[config.mk]
export PLATFORM = sky130hd
export DESIGN_NAME = pll_clk_manager
export DESIGN_NICKNAME = d
export VERILOG_FILES = /design/src/rtl/pll_clk_manager.sv
export SDC_FILE = /design/constraint.sdc
export NUM_CORES = 1
export LEC_CHECK = 0
export ABC_AREA = 1
export BUFFER_PORTS_ARGS = -buffer_cell sky130_fd_sc_hd__clkbuf_2
export CAP_MARGIN = 30
export CORE_ASPECT_RATIO = 0.8
export CORE_MARGIN = 3
export CORE_UTILIZATION = 60
export CTS_CLUSTER_DIAMETER = 80
export CTS_CLUSTER_SIZE = 10
export DETAILED_ROUTE_END_ITERATION = 10
export PLACE_DENSITY = 0.84
export SKIP_CTS_REPAIR_TIMING = 1
export SLEW_MARGIN = 20
export SYNTH_ARGS = -nofsm -noshare
export SYNTH_HDL_FRONTEND = slang
export SYNTH_SLANG_ARGS = --single-unit
[constraint.sdc]
create_clock -name clkin -period 2.12 [get_ports clkin]
set_input_delay 0.318 -clock clkin [delete_from_list [all_inputs] [get_ports clkin]]
set_output_delay 0.318 -clock clkin [all_outputs]
set_load 0.005 [all_outputs]
[src/rtl/pll_clk_manager.sv]
// Clock/reset manager behind the PLL: qualifies lock, releases per-channel resets in stages,
// and generates phase-accumulator clock enables. Define PLL_TIMEOUT_EN to build the lock watchdog.
module pll_clk_manager #(
  parameter int NUM_CH      = 2,
  parameter int ACC_W       = 16,
  parameter int STABLE_CYC  = 1024,
  parameter int STAGE_GAP   = 16,
  parameter int LOSS_CNT_W  = 8,
  parameter int TIMEOUT_CYC = 65536
) (
  input  logic                    clkin,
  input  logic                    rst_n,
  input  logic                    pll_lock,
  input  logic [NUM_CH*ACC_W-1:0] ch_inc,
  input  logic [NUM_CH-1:0]       ch_en_req,
  output logic [NUM_CH-1:0]       ch_ce,
  output logic [NUM_CH-1:0]       ch_rst_n,
  output logic                    all_ready,
  output logic [LOSS_CNT_W-1:0]   lock_loss_cnt,
  output logic                    pll_reset
);

  typedef enum logic [2:0] {
    WAIT_LOCK,
    STABLE,
    RELEASE,
    RUN,
    PLL_RST
  } state_t;

  localparam int REL_END = STAGE_GAP * NUM_CH;
  localparam int CNT_MAX = (STABLE_CYC > REL_END) ? STABLE_CYC : REL_END;
  localparam int CNT_W   = $clog2(CNT_MAX + 1);

  state_t             state, state_next;
  logic [CNT_W-1:0]   cnt, cnt_next;
  logic [NUM_CH-1:0]  rst_next;
  logic               loss_inc;
  logic               timeout;
  logic               pulse_done;
  logic               lk_meta, lk;

  // NOTE: sequential state always uses non-blocking assignments so every flop
  // samples the pre-edge value of every other flop, independent of statement order.
  always_ff @(posedge clkin or negedge rst_n) begin
    if (!rst_n) begin
      lk_meta <= 1'b0;
      lk      <= 1'b0;
    end else begin
      lk_meta <= pll_lock;
      lk      <= lk_meta;
    end
  end

`ifdef PLL_TIMEOUT_EN
  localparam int TMR_W = (TIMEOUT_CYC > 1) ? $clog2(TIMEOUT_CYC) : 1;

  logic [TMR_W-1:0] tmr;
  logic [2:0]       pulse_cnt;
  logic             watch;

  // The watchdog only runs while still waiting for a usable lock.
  assign watch      = (state == WAIT_LOCK) || (state == STABLE);
  assign timeout    = watch && (tmr == TMR_W'(TIMEOUT_CYC - 1));
  assign pulse_done = (state == PLL_RST) && (pulse_cnt == 3'd7);

  always_ff @(posedge clkin or negedge rst_n) begin
    if (!rst_n) begin
      tmr       <= '0;
      pulse_cnt <= '0;
      pll_reset <= 1'b0;
    end else begin
      tmr       <= (watch && !timeout) ? tmr + TMR_W'(1) : '0;
      pulse_cnt <= (state == PLL_RST) ? pulse_cnt + 3'd1 : 3'd0;
      pll_reset <= (state_next == PLL_RST);
    end
  end
`else
  // The timeout length is only meaningful when the watchdog is built in.
  logic unused_timeout;
  assign unused_timeout = ^TIMEOUT_CYC;
  assign timeout        = 1'b0;
  assign pulse_done     = 1'b0;
  assign pll_reset      = 1'b0;
`endif

  // NOTE: every signal written here gets a default first, so no path through
  // the case statement can leave one unassigned and infer a latch.
  always_comb begin
    state_next = state;
    cnt_next   = cnt;
    rst_next   = ch_rst_n;
    loss_inc   = 1'b0;
    if (timeout) begin
      state_next = PLL_RST;
      cnt_next   = '0;
    end else begin
      case (state)
        WAIT_LOCK: begin
          if (lk) begin
            state_next = STABLE;
            cnt_next   = '0;
          end
        end
        STABLE: begin
          if (!lk) begin
            state_next = WAIT_LOCK;
          end else if (cnt == CNT_W'(STABLE_CYC - 1)) begin
            state_next = RELEASE;
            cnt_next   = '0;
          end else begin
            cnt_next = cnt + CNT_W'(1);
          end
        end
        RELEASE: begin
          if (!lk) begin
            state_next = WAIT_LOCK;
            rst_next   = '0;
            loss_inc   = 1'b1;
          end else if (ch_rst_n[NUM_CH-1]) begin
            state_next = RUN;
          end else begin
            cnt_next = cnt + CNT_W'(1);
            for (int i = 0; i < NUM_CH; i++) begin
              if (cnt_next >= CNT_W'(STAGE_GAP * (i + 1))) rst_next[i] = 1'b1;
            end
          end
        end
        RUN: begin
          if (!lk) begin
            state_next = WAIT_LOCK;
            rst_next   = '0;
            loss_inc   = 1'b1;
          end
        end
        PLL_RST: begin
          if (pulse_done) state_next = WAIT_LOCK;
        end
        default: state_next = WAIT_LOCK;
      endcase
    end
  end

  always_ff @(posedge clkin or negedge rst_n) begin
    if (!rst_n) begin
      state         <= WAIT_LOCK;
      cnt           <= '0;
      ch_rst_n      <= '0;
      all_ready     <= 1'b0;
      lock_loss_cnt <= '0;
    end else begin
      state     <= state_next;
      cnt       <= cnt_next;
      ch_rst_n  <= rst_next;
      all_ready <= (state_next == RUN);
      if (loss_inc && (lock_loss_cnt != '1)) lock_loss_cnt <= lock_loss_cnt + LOSS_CNT_W'(1);
    end
  end

  logic [ACC_W-1:0] acc [NUM_CH];

  // A channel only advances while its reset is released now and stays released
  // this edge, so a lock drop clears phase and enable in the same cycle.
  // NOTE: the accumulator array is explicitly reset so each release starts
  // from phase zero and the first enable lands at a deterministic cycle.
  always_ff @(posedge clkin or negedge rst_n) begin
    if (!rst_n) begin
      for (int i = 0; i < NUM_CH; i++) acc[i] <= '0;
      ch_ce <= '0;
    end else begin
      for (int i = 0; i < NUM_CH; i++) begin
        if (!(ch_rst_n[i] && rst_next[i])) begin
          acc[i]   <= '0;
          ch_ce[i] <= 1'b0;
        end else if (ch_en_req[i]) begin
          {ch_ce[i], acc[i]} <= {1'b0, acc[i]} + {1'b0, ch_inc[i*ACC_W +: ACC_W]};
        end else begin
          ch_ce[i] <= 1'b0;
        end
      end
    end
  end

endmodule

==> PnR_summary.wiki, run 1 <==
{| class="wikitable"
! Metric !! Value
|-
| Result of the run || complete, but fails checks
|-
| Violated checks || hold timing
|-
| CP Data Arrival Time || between 2000 and 2500 ps
|-
| Post-Syn Instances || between 600 and 700
|-
| Global-route wire length before repair || 19200 um
|-
| Post-DP HPWL || between 8000 and 9000 um
|-
| Highest net fanout along the worst path || 4
|-
| Post-Synthesis Cell Area || 4690 um2
|-
| Endpoint required time on the critical path || 2390 ps
|-
| Family with the most delay on the worst path || adder cells
|-
| Global placer's final weighted congestion || around 0.95
|-
| Cell count after placement || 850
|-
| Net total in the final layout || 829
|-
| Hold/Removal Path Class || input port to async pin
|-
| Final Hold Viols || 30
|-
| GRT Resource Usage Total || 0.261
|-
| Part of the cycle the worst path needs || 0.848
|-
| Initial Utilization || 0.625
|-
| Number of fillers in the final layout || around 640
|-
| Routed Wire Length || 11000 um
|-
| R2R setup slack || ~320 ps
|-
| Part of the Yosys area used for sequential elements || 0.326
|-
| Final hold slack || -21.4 ps
|-
| Startpoint type of the worst setup path || register
|-
| Core Rows || 28
|-
| Total power density per cell area || 469 nW/um2
|-
| Layout Skew || 10.6 ps
|-
| Max cap viols || 0
|-
| Maximum cell stage delay along the critical path || around 450 ps
|-
| Height of the chip || around 85 um
|-
| Share of the core filled with cells || 0.699
|-
| RSZ-0062 raised after global routing || no
|-
| Number of distinct library cells after synthesis || 35
|-
| CTS Buffer Depth || 2
|-
| Core area || between 7000 and 8000 um2
|-
| Max Slew Vio Count || 0
|-
| Worst-skew pair later-pin latency || 350 ps
|-
| Area added between synthesis and finish || 11.9%
|-
| TritonCTS clock tree || yes
|-
| Vias in the first global route || 4392
|-
| Number of non-filler instances in the completed layout || 866
|-
| Number of synthesized register bits || 61
|-
| WP buf/inv || 0
|-
| Proportion of layout cells with a drive suffix above 1 || 0.114
|-
| Routed Antenna Nets || 0
|-
| Drt first-iter violations || between 200 and 250
|-
| Via-per-instance ratio || approximately 5.2
|-
| Root buf cell || clkbuf_8
|-
| Commonest non-fill, non-tap cell in the layout || nand2_1
|-
| Setup_tns || 0 ps
|-
| Detailed-router iteration count before antenna repair || 5
|-
| Peak ir drop on the vdd network || 247 uV
|-
| Synthesized net count || just under 800
|-
| Crit Path Class || register to register
|-
| Clock slew seen by the registers of the worst setup and hold paths || 70 ps
|-
| DR DRC count || 0
|-
| Area of the die || 8910 um2
|-
| Crit path max-delay cell type || fa_1
|-
| Commonest cells after routing, fill and taps aside || nand2_1 (281), inv_1 (95), dfrtp_1 (61)
|-
| Antenna cells || 0
|-
| Via Count || 4539
|-
| Count of final setup violators || 0
|-
| Cell leakage power || approximately 0.003 uW
|-
| Maximum number of pins on one net before global-route repair || 62
|-
| Mean instance size in the synthesized netlist || 6.71 um2
|-
| Number of H-tree levels || 3
|-
| Clock period minus worst slack || 1800 ps
|-
| Clock Sinks || 61
|-
| Crit path capture type || register
|-
| Final routed wire length divided by cell count || 12.7 um
|-
| Die width || 105 um
|-
| Io pins || 51
|-
| Max Clock Freq || 0.556 GHz
|-
| GRT Residual Overflow || 0
|-
| Number of port buffers || 49
|-
| Synthesis Warnings || 0
|-
| Crit path cell chain || ha_1 -> fa_1 -> nand3_1 -> nand3_1 -> nand2_1 -> nand2_1 -> xnor2_1 -> o21ai_0
|-
| CTS Buf Count || 9
|-
| Antenna violations before repair || 0
|}
==> cells in the mapped netlist <==
library cell  count  area share
o21ai_1           5      0.0053
a21oi_2           1      0.0019
fa_1              2      0.0085
xor2_1            9       0.017
a31oi_2           1      0.0027
and3_1            1      0.0013
inv_2             6      0.0048
nor2_1           49       0.039
nor2_8            1      0.0043
o21bai_1          2      0.0032
or2_2             1      0.0013
nor2_2            1      0.0013
a21oi_1          19       0.020
nand4_1          10       0.013
inv_1            95       0.076
dfrtp_1          61        0.33
nand3_1          43       0.046
nor3_1            4      0.0043
nand2_1         281        0.23
nor2_4            2      0.0048
nand2_2           7      0.0093
xnor2_1          13       0.024
and2_1            4      0.0053
o211ai_1          1      0.0016
nand3b_1          8       0.013
buf_4             4      0.0064
o21a_1            1      0.0016
o21ai_4           1      0.0035
o21ai_0          26       0.028
conb_1            1     0.00080
buf_6             1      0.0024
ha_1             34       0.091
nand3_2           1      0.0021
a22o_1            2      0.0037
nor4_1            1      0.0013
==> through the flow <==
step	setup WS [ps]	total power, uW	cell area, um2
finish	322	2460	5240
global route	73.9	2560	5240
CTS	328	2480	5240
detailed placement	279	1430	5050
global placement	341	1420	5050
floorplan	478	1330	4690
==> power breakdown <==
group          internal, uW  total (uW)  switching (uW)
registers              1170        1180            10.7
logic                  83.7         228             144
clock network           572        1050             475
==> cell type report <==
class                   instances  area (um2)  share of cell area
clock buffers                  12         145              0.0277
clock inverters                 4        47.5             0.00907
inverters                     101         379              0.0723
multi-input cells             532        2740               0.523
flip-flops and latches         61        1530               0.291
well taps                     105         131              0.0251
repair buffers                 51         273              0.0520
==> path summary, 6_finish.rpt <==
check	start	endpoint	depth (start not counted)
max	acc[0]	acc[8]	8
min	rst_n	acc[9]	2
max reg2reg	acc[0]	acc[8]	8
min reg2reg	lk_meta	lk	0
max in group asynchronous	rst_n	acc[18]	2
min in group clkin	pll_lock	lk_meta	1
==> routing by layer <==
metal / GRT usage / wire (um) / up-vias
li1: - / - / 2312
met1: 0.326 / 4850 / 2095
met2: 0.453 / 5450 / 108
met3: 0.0586 / 508 / 24
met4: 0.0787 / 198 / 0
met5: 0 / 0 / -
==> sequential cells by signal, summed over array words and instances, names as in the netlist <==
name / count
state: 3
acc: 32
cnt: 11
lock_loss_cnt: 8
lk: 1
ch_rst_n: 2
lk_meta: 1
ch_ce: 2
all_ready: 1
==> worst register-to-register path, stage by stage (launching register included) <==
cell and delay (ps):
dfrtp_1 380, ha_1 230, fa_1 450, nand3_1 100
nand3_1 130, nand2_1 90, nand2_1 80, xnor2_1 120
o21ai_0 140
==> cells by family after synthesis <==
kind of cell	synth area share
flops	0.326
other cells	0.000800
buf+inv	0.0897
simple gates	0.372
xor+xnor	0.0411
compound gates	0.0715
fa+ha+maj	0.0993
Power figures use the tool's default switching activity.
==> run 2, diff against run 1 <==
- clock period: 2.12 -> 1.7 ns (I/O delays scaled with it)
==> PnR_summary.wiki, run 2 (synthesis gave the netlist of run 1 again) <==
{| class="wikitable"
! Metric !! Value
|-
| Largest register by flop count || acc
|-
| GRT Residual Overflow || 0
|-
| Worst R2R Path Depth || 9
|-
| Terminus of the critical flop-to-flop path || acc[14]
|-
| Crit Path Class || register to register
|-
| Count of final setup violators || 5
|-
| Net total in the final layout || about 850
|-
| TritonCTS clock tree || yes
|-
| Final routed wire length divided by cell count || 15.1 um
|-
| RSZ-0062 raised after global routing || yes
|-
| DR DRC count || 0
|-
| Post-DP HPWL || 8700 um
|-
| Number of non-filler instances in the completed layout || 888
|-
| Cell area after layout || 5880 um2
|-
| Flip-flop count of the largest register, all copies and words added || 32
|-
| Startpoint type of the worst setup path || register
|-
| Global-route wire length before repair || 19400 um
|-
| Commonest non-fill, non-tap cell in the layout || nand2_1
|-
| Max cap viols || 0
|-
| Proportion of layout cells with a drive suffix above 1 || 0.227
|-
| Clock Sinks || 61
|-
| Height of the chip || 85.1 um
|-
| Antenna cells || 0
|-
| Io pins || 51
|-
| Core Rows || 28
|-
| Worst slew margin relative to its limit || 0.654
|-
| Detailed-router iteration count before antenna repair || 8
|-
| Drt first-iter violations || 251
|-
| Crit path capture type || register
|-
| Max Clock Freq || between 0.5 and 0.6 GHz
|-
| GRT Resource Usage Total || 0.263
|-
| Number of H-tree levels || 3
|-
| Violated checks || setup timing
|-
| CP Data Arrival Time || 2000 ps
|-
| Clock slew seen by the registers of the worst setup and hold paths || 80 ps
|-
| Worst-skew pair later-pin latency || ~340 ps
|-
| Overall power || 3170 uW
|-
| Die width || 105 um
|-
| Hold/Removal Path Class || input port to register
|-
| Clock period minus worst slack || about 1800 ps
|-
| Area added between synthesis and finish || 25.4%
|-
| Setup ws final || -65.7 ps
|-
| Routed Wire Length || 13400 um
|-
| CTS Buffer Depth || 2
|-
| Commonest cells after routing, fill and taps aside || nand2_1 (266), inv_1 (95), dfrtp_1 (61)
|-
| Transition time at the pin with the least slew margin || 518 ps
|-
| Instance area at placement || 5120 um2
|-
| Via-per-instance ratio || 5.55
|-
| Vias in the first global route || 4463
|-
| Layout Skew || 8.52 ps
|-
| Area of the die || 8910 um2
|-
| Highest net fanout along the worst path || 5
|-
| Endpoint required time on the critical path || 1940 ps
|-
| Peak ir drop on the vdd network || 472 uV
|-
| CTS Buf Count || 9
|-
| Capturing instance or port of the critical path || acc[14]
|-
| Total power density per cell area || between 500 and 600 nW/um2
|-
| Number of stages on the worst hold path || 1
|-
| Max Slew Vio Count || 0
|-
| Cell leakage power || ~0.0032 uW
|-
| R2R setup slack || -70 ps
|-
| Registers with the highest flip-flop counts || acc x32, cnt x11, lock_loss_cnt x8
|-
| Core area || ~7500 um2
|-
| Final Hold Viols || 0
|-
| Initial Utilization || 0.625
|-
| Cell count after placement || 858
|-
| Antenna violations before repair || 0
|-
| Result of the run || complete, but fails checks
|-
| Origin of the critical flop-to-flop path || acc[10]
|-
| Via Count || about 5000
|-
| Critical path launch point || acc[10]
|-
| Number of port buffers || 49
|-
| Root buf cell || clkbuf_8
|-
| Maximum number of pins on one net before global-route repair || 28
|-
| Routed Antenna Nets || 0
|-
| Part of the cycle the worst path needs || 1.04
|-
| Global placer's final weighted congestion || 0.964
|}
-- run 2: cell count changes in the layout (fill, tap and decap cells not counted), sizes merged --
cell         before  now
buf               2   23
clkbuf           61   60
clkinv            2    4
clkinvlp          1    0
dlygate4sd3       0    1
-- run 2: layout make-up --
type,count,area [um2]
multi-input cells,532,3190
fillers,529,1620
flip-flops and latches,61,1530
repair buffers,73,453
inverters,101,382
clock buffers,11,141
well taps,105,131
clock inverters,5,50.0
-- run 2: report_power, final --
group	switching (uW)	total (uW)	leakage [uW]	internal [uW]
Clock	606	1310	0.000103	708
Sequential	14.5	1480	0.000845	1460
Combinational	224	384	0.00222	160
Total	845	3170	0.00317	2330
-- run 2: per-stage QoR --
stage	util	TNS [ps]	setup slack [ps]	hold WS (ps)
after floorplan	-	0	57.9	-40.6
after global placement	0.683	0	37.5	235
after detailed placement	0.683	-117	-88.4	243
after CTS	0.709	-540	-161	-122
after global routing	0.784	-1490	-177	10.5
final	0.784	-193	-65.7	18.4
-- run 2: metal layers --
layer,part of all wire,wire [um],vias up,global-route usage
met3,0.058,777,61,0.0631
met2,0.50,6680,219,0.462
met5,0,0,-,0
met1,0.41,5520,2285,0.321
li1,-,-,2365,-
met4,0.034,463,0,0.0822
-- run 2: worst min path at each step --
stage,end,startpoint
after floorplan,acc[0],rst_n
after global placement,acc[7],rst_n
after detailed placement,acc[6],rst_n
after CTS,acc[6],rst_n
after global routing,lk_meta,pll_lock
final,lk_meta,pll_lock
-- run 2: worst max-delay path, cell delays in order (launching register included) --
cell and delay, ps:
dfrtp_1 410, ha_2 390, nand2_1 130, nor2_1 200, and2_1 200, nand2_2 70
nand2_1 60, nand2_1 50, nand3_1 90, nand2_1 60
==> run 3, diff against run 2 <==
- HOLD_SLACK_MARGIN: not set -> 0.08
- PLACE_DENSITY: 0.84 -> 0.83
==> PnR_summary.wiki, run 3 (synthesis gave the netlist of run 1 again) <==
{| class="wikitable"
! Metric !! Value
|-
| Result of the run || completed
|-
| CP Data Arrival Time || 1920 ps
|-
| Via-per-instance ratio || 5.18
|-
| CTS Buffer Depth || 2
|-
| Number of port buffers || slightly below 50
|-
| Largest register by flop count || acc
|-
| Root buf cell || clkbuf_8
|-
| RSZ-0062 raised after global routing || yes
|-
| Area added between synthesis and finish || 22.8%
|-
| Cell leakage power || 0.00312 uW
|-
| Layout Skew || 9.39 ps
|-
| Clock period minus worst slack || 1670 ps
|-
| Worst-skew pair later-pin latency || roughly 350 ps
|-
| Maximum number of pins on one net before global-route repair || 62
|-
| Overall power || ~3200 uW
|-
| Post-DP HPWL || between 8000 and 9000 um
|-
| Flip-flop count of the largest register, all copies and words added || 32
|-
| Crit Path Class || register to register
|-
| Commonest cells after routing, fill and taps aside || nand2_1 (272), inv_1 (95), dfrtp_1 (61)
|-
| Part of the cycle the worst path needs || 0.985
|-
| Hold/Removal Path Class || input port to register
|-
| Count of final setup violators || 0
|-
| Endpoint required time on the critical path || approximately 1900 ps
|-
| Final routed wire length divided by cell count || around 13 um
|-
| Net total in the final layout || 847
|-
| Core Rows || 28
|-
| Antenna violations before repair || 0
|-
| Max Clock Freq || between 0.5 and 0.6 GHz
|-
| Commonest non-fill, non-tap cell in the layout || nand2_1
|-
| Switching power summed over all nets || between 800 and 900 uW
|-
| Die width || 105 um
|-
| Area of the die || 8910 um2
|-
| Share of the core filled with cells || 0.768
|-
| Maximum cell stage delay along the critical path || 430 ps
|-
| Clock Sinks || 61
|-
| Startpoint type of the worst setup path || register
|-
| TritonCTS clock tree || yes
|-
| Via Count || between 4000 and 5000
|-
| Number of fillers in the final layout || 587
|-
| Peak ir drop on the vdd network || about 500 uV
|-
| Cell-internal power || 2330 uW
|-
| Crit path cell chain || ha_4 -> nand2_1 -> nor2_1 -> nand3_1 -> nand2_2 -> nand2_1 -> nand2_1 -> nand2_1 -> nand3_1 -> nand2_1
|-
| Max cap viols || 0
|-
| GRT Residual Overflow || 0
|-
| Cell count after placement || roughly 860
|-
| Proportion of layout cells with a drive suffix above 1 || 0.203
|-
| Global placer's final weighted congestion || 0.929
|-
| Drt first-iter violations || 183
|-
| Sequential group share of total power || 0.459
|-
| Total power density per cell area || 557 nW/um2
|-
| Combinational group share of total power || 0.111
|-
| Switching share of total power || 0.273
|-
| Part of the total power dissipated in the clock network || 0.430
|-
| Routed Antenna Nets || 0
|-
| Initial Utilization || 0.625
|-
| CP dominant cell by count || nand2_1
|-
| Crit path capture type || register
|-
| Crit path max-delay cell type || dfrtp_1
|-
| Height of the chip || roughly 85 um
|-
| Registers with the highest flip-flop counts || acc x32, cnt x11, lock_loss_cnt x8
|-
| Clock slew seen by the registers of the worst setup and hold paths || 80 ps
|-
| Highest net fanout along the worst path || 4
|-
| DR DRC count || 0
|-
| Max Slew Vio Count || 0
|-
| Number of H-tree levels || 3
|-
| GRT Resource Usage Total || 0.251
|-
| Vias in the first global route || between 4000 and 5000
|-
| Number of non-filler instances in the completed layout || 884
|-
| Routed Wire Length || 11600 um
|-
| Core area || 7500 um2
|-
| Detailed-router iteration count before antenna repair || 7
|-
| Io pins || 51
|-
| Global-route wire length before repair || 18400 um
|-
| Antenna cells || 0
|-
| Final Hold Viols || 0
|-
| CTS Buf Count || 9
|}
==> run 3: worst paths after layout <==
check,start,end,slack (ps),cells after the start
min in group asynchronous,rst_n,acc[13],420,3
min reg2reg,lk_meta,lk,360,0
max,acc[4],acc[15],30,10
max in group asynchronous,rst_n,acc[14],970,3
min,ch_inc[16],acc[0],270,4
max reg2reg,acc[4],acc[15],30,10
==> run 3: layer usage <==
metal,up-vias,track usage,wire length [um]
met5,-,0,0
met4,0,0.0775,215
met3,26,0.0593,656
met2,144,0.418,5510
met1,2065,0.328,5220
li1,2344,-,-
==> run 3: cell type report <==
type                            instances  area, um2  share of cell area
Clock buffer                           10        138              0.0239
Timing Repair Buffer                   69        413              0.0717
Clock inverter                          6       70.1              0.0122
Inverter                              101        382              0.0663
Sequential cell                        61       1530               0.265
Multi-Input combinational cell        532       3100               0.538
Tap cell                              105        131              0.0228
==> run 3: power by group through the flow <==
| stage | Combinational [uW] | Sequential, uW | Clock (uW) |
|---|---|---|---|
| after floorplan | 163 | 1500 | 0 |
| after global placement | 280 | 1500 | 0 |
| after detailed placement | 285 | 1500 | 0 |
| after CTS | 288 | 1470 | 1400 |
| after global routing | 396 | 1470 | 1460 |
| final | 356 | 1470 | 1380 |
==> run 3: worst max-delay path, delay by kind of cell, from the launching register on <==
| kind | cells | cell delay [ps] |
|---|---|---|
| simple gates | 9 | 810 |
| fa+ha+maj | 1 | 320 |
| flops | 1 | 430 |
==> run 3: through the flow <==
stage | instance area (um2) | setup slack [ps] | TNS, ps | hold slack [ps]
floorplan | 4690 | 57.9 | 0 | -40.6
global placement | 5090 | 10.2 | 0 | 295
detailed placement | 5090 | -23.9 | -83.0 | 296
CTS | 5300 | -40.1 | -131 | -87.3
global route | 5760 | -40.9 | -121 | 273
finish | 5760 | 25.5 | 0 | 269
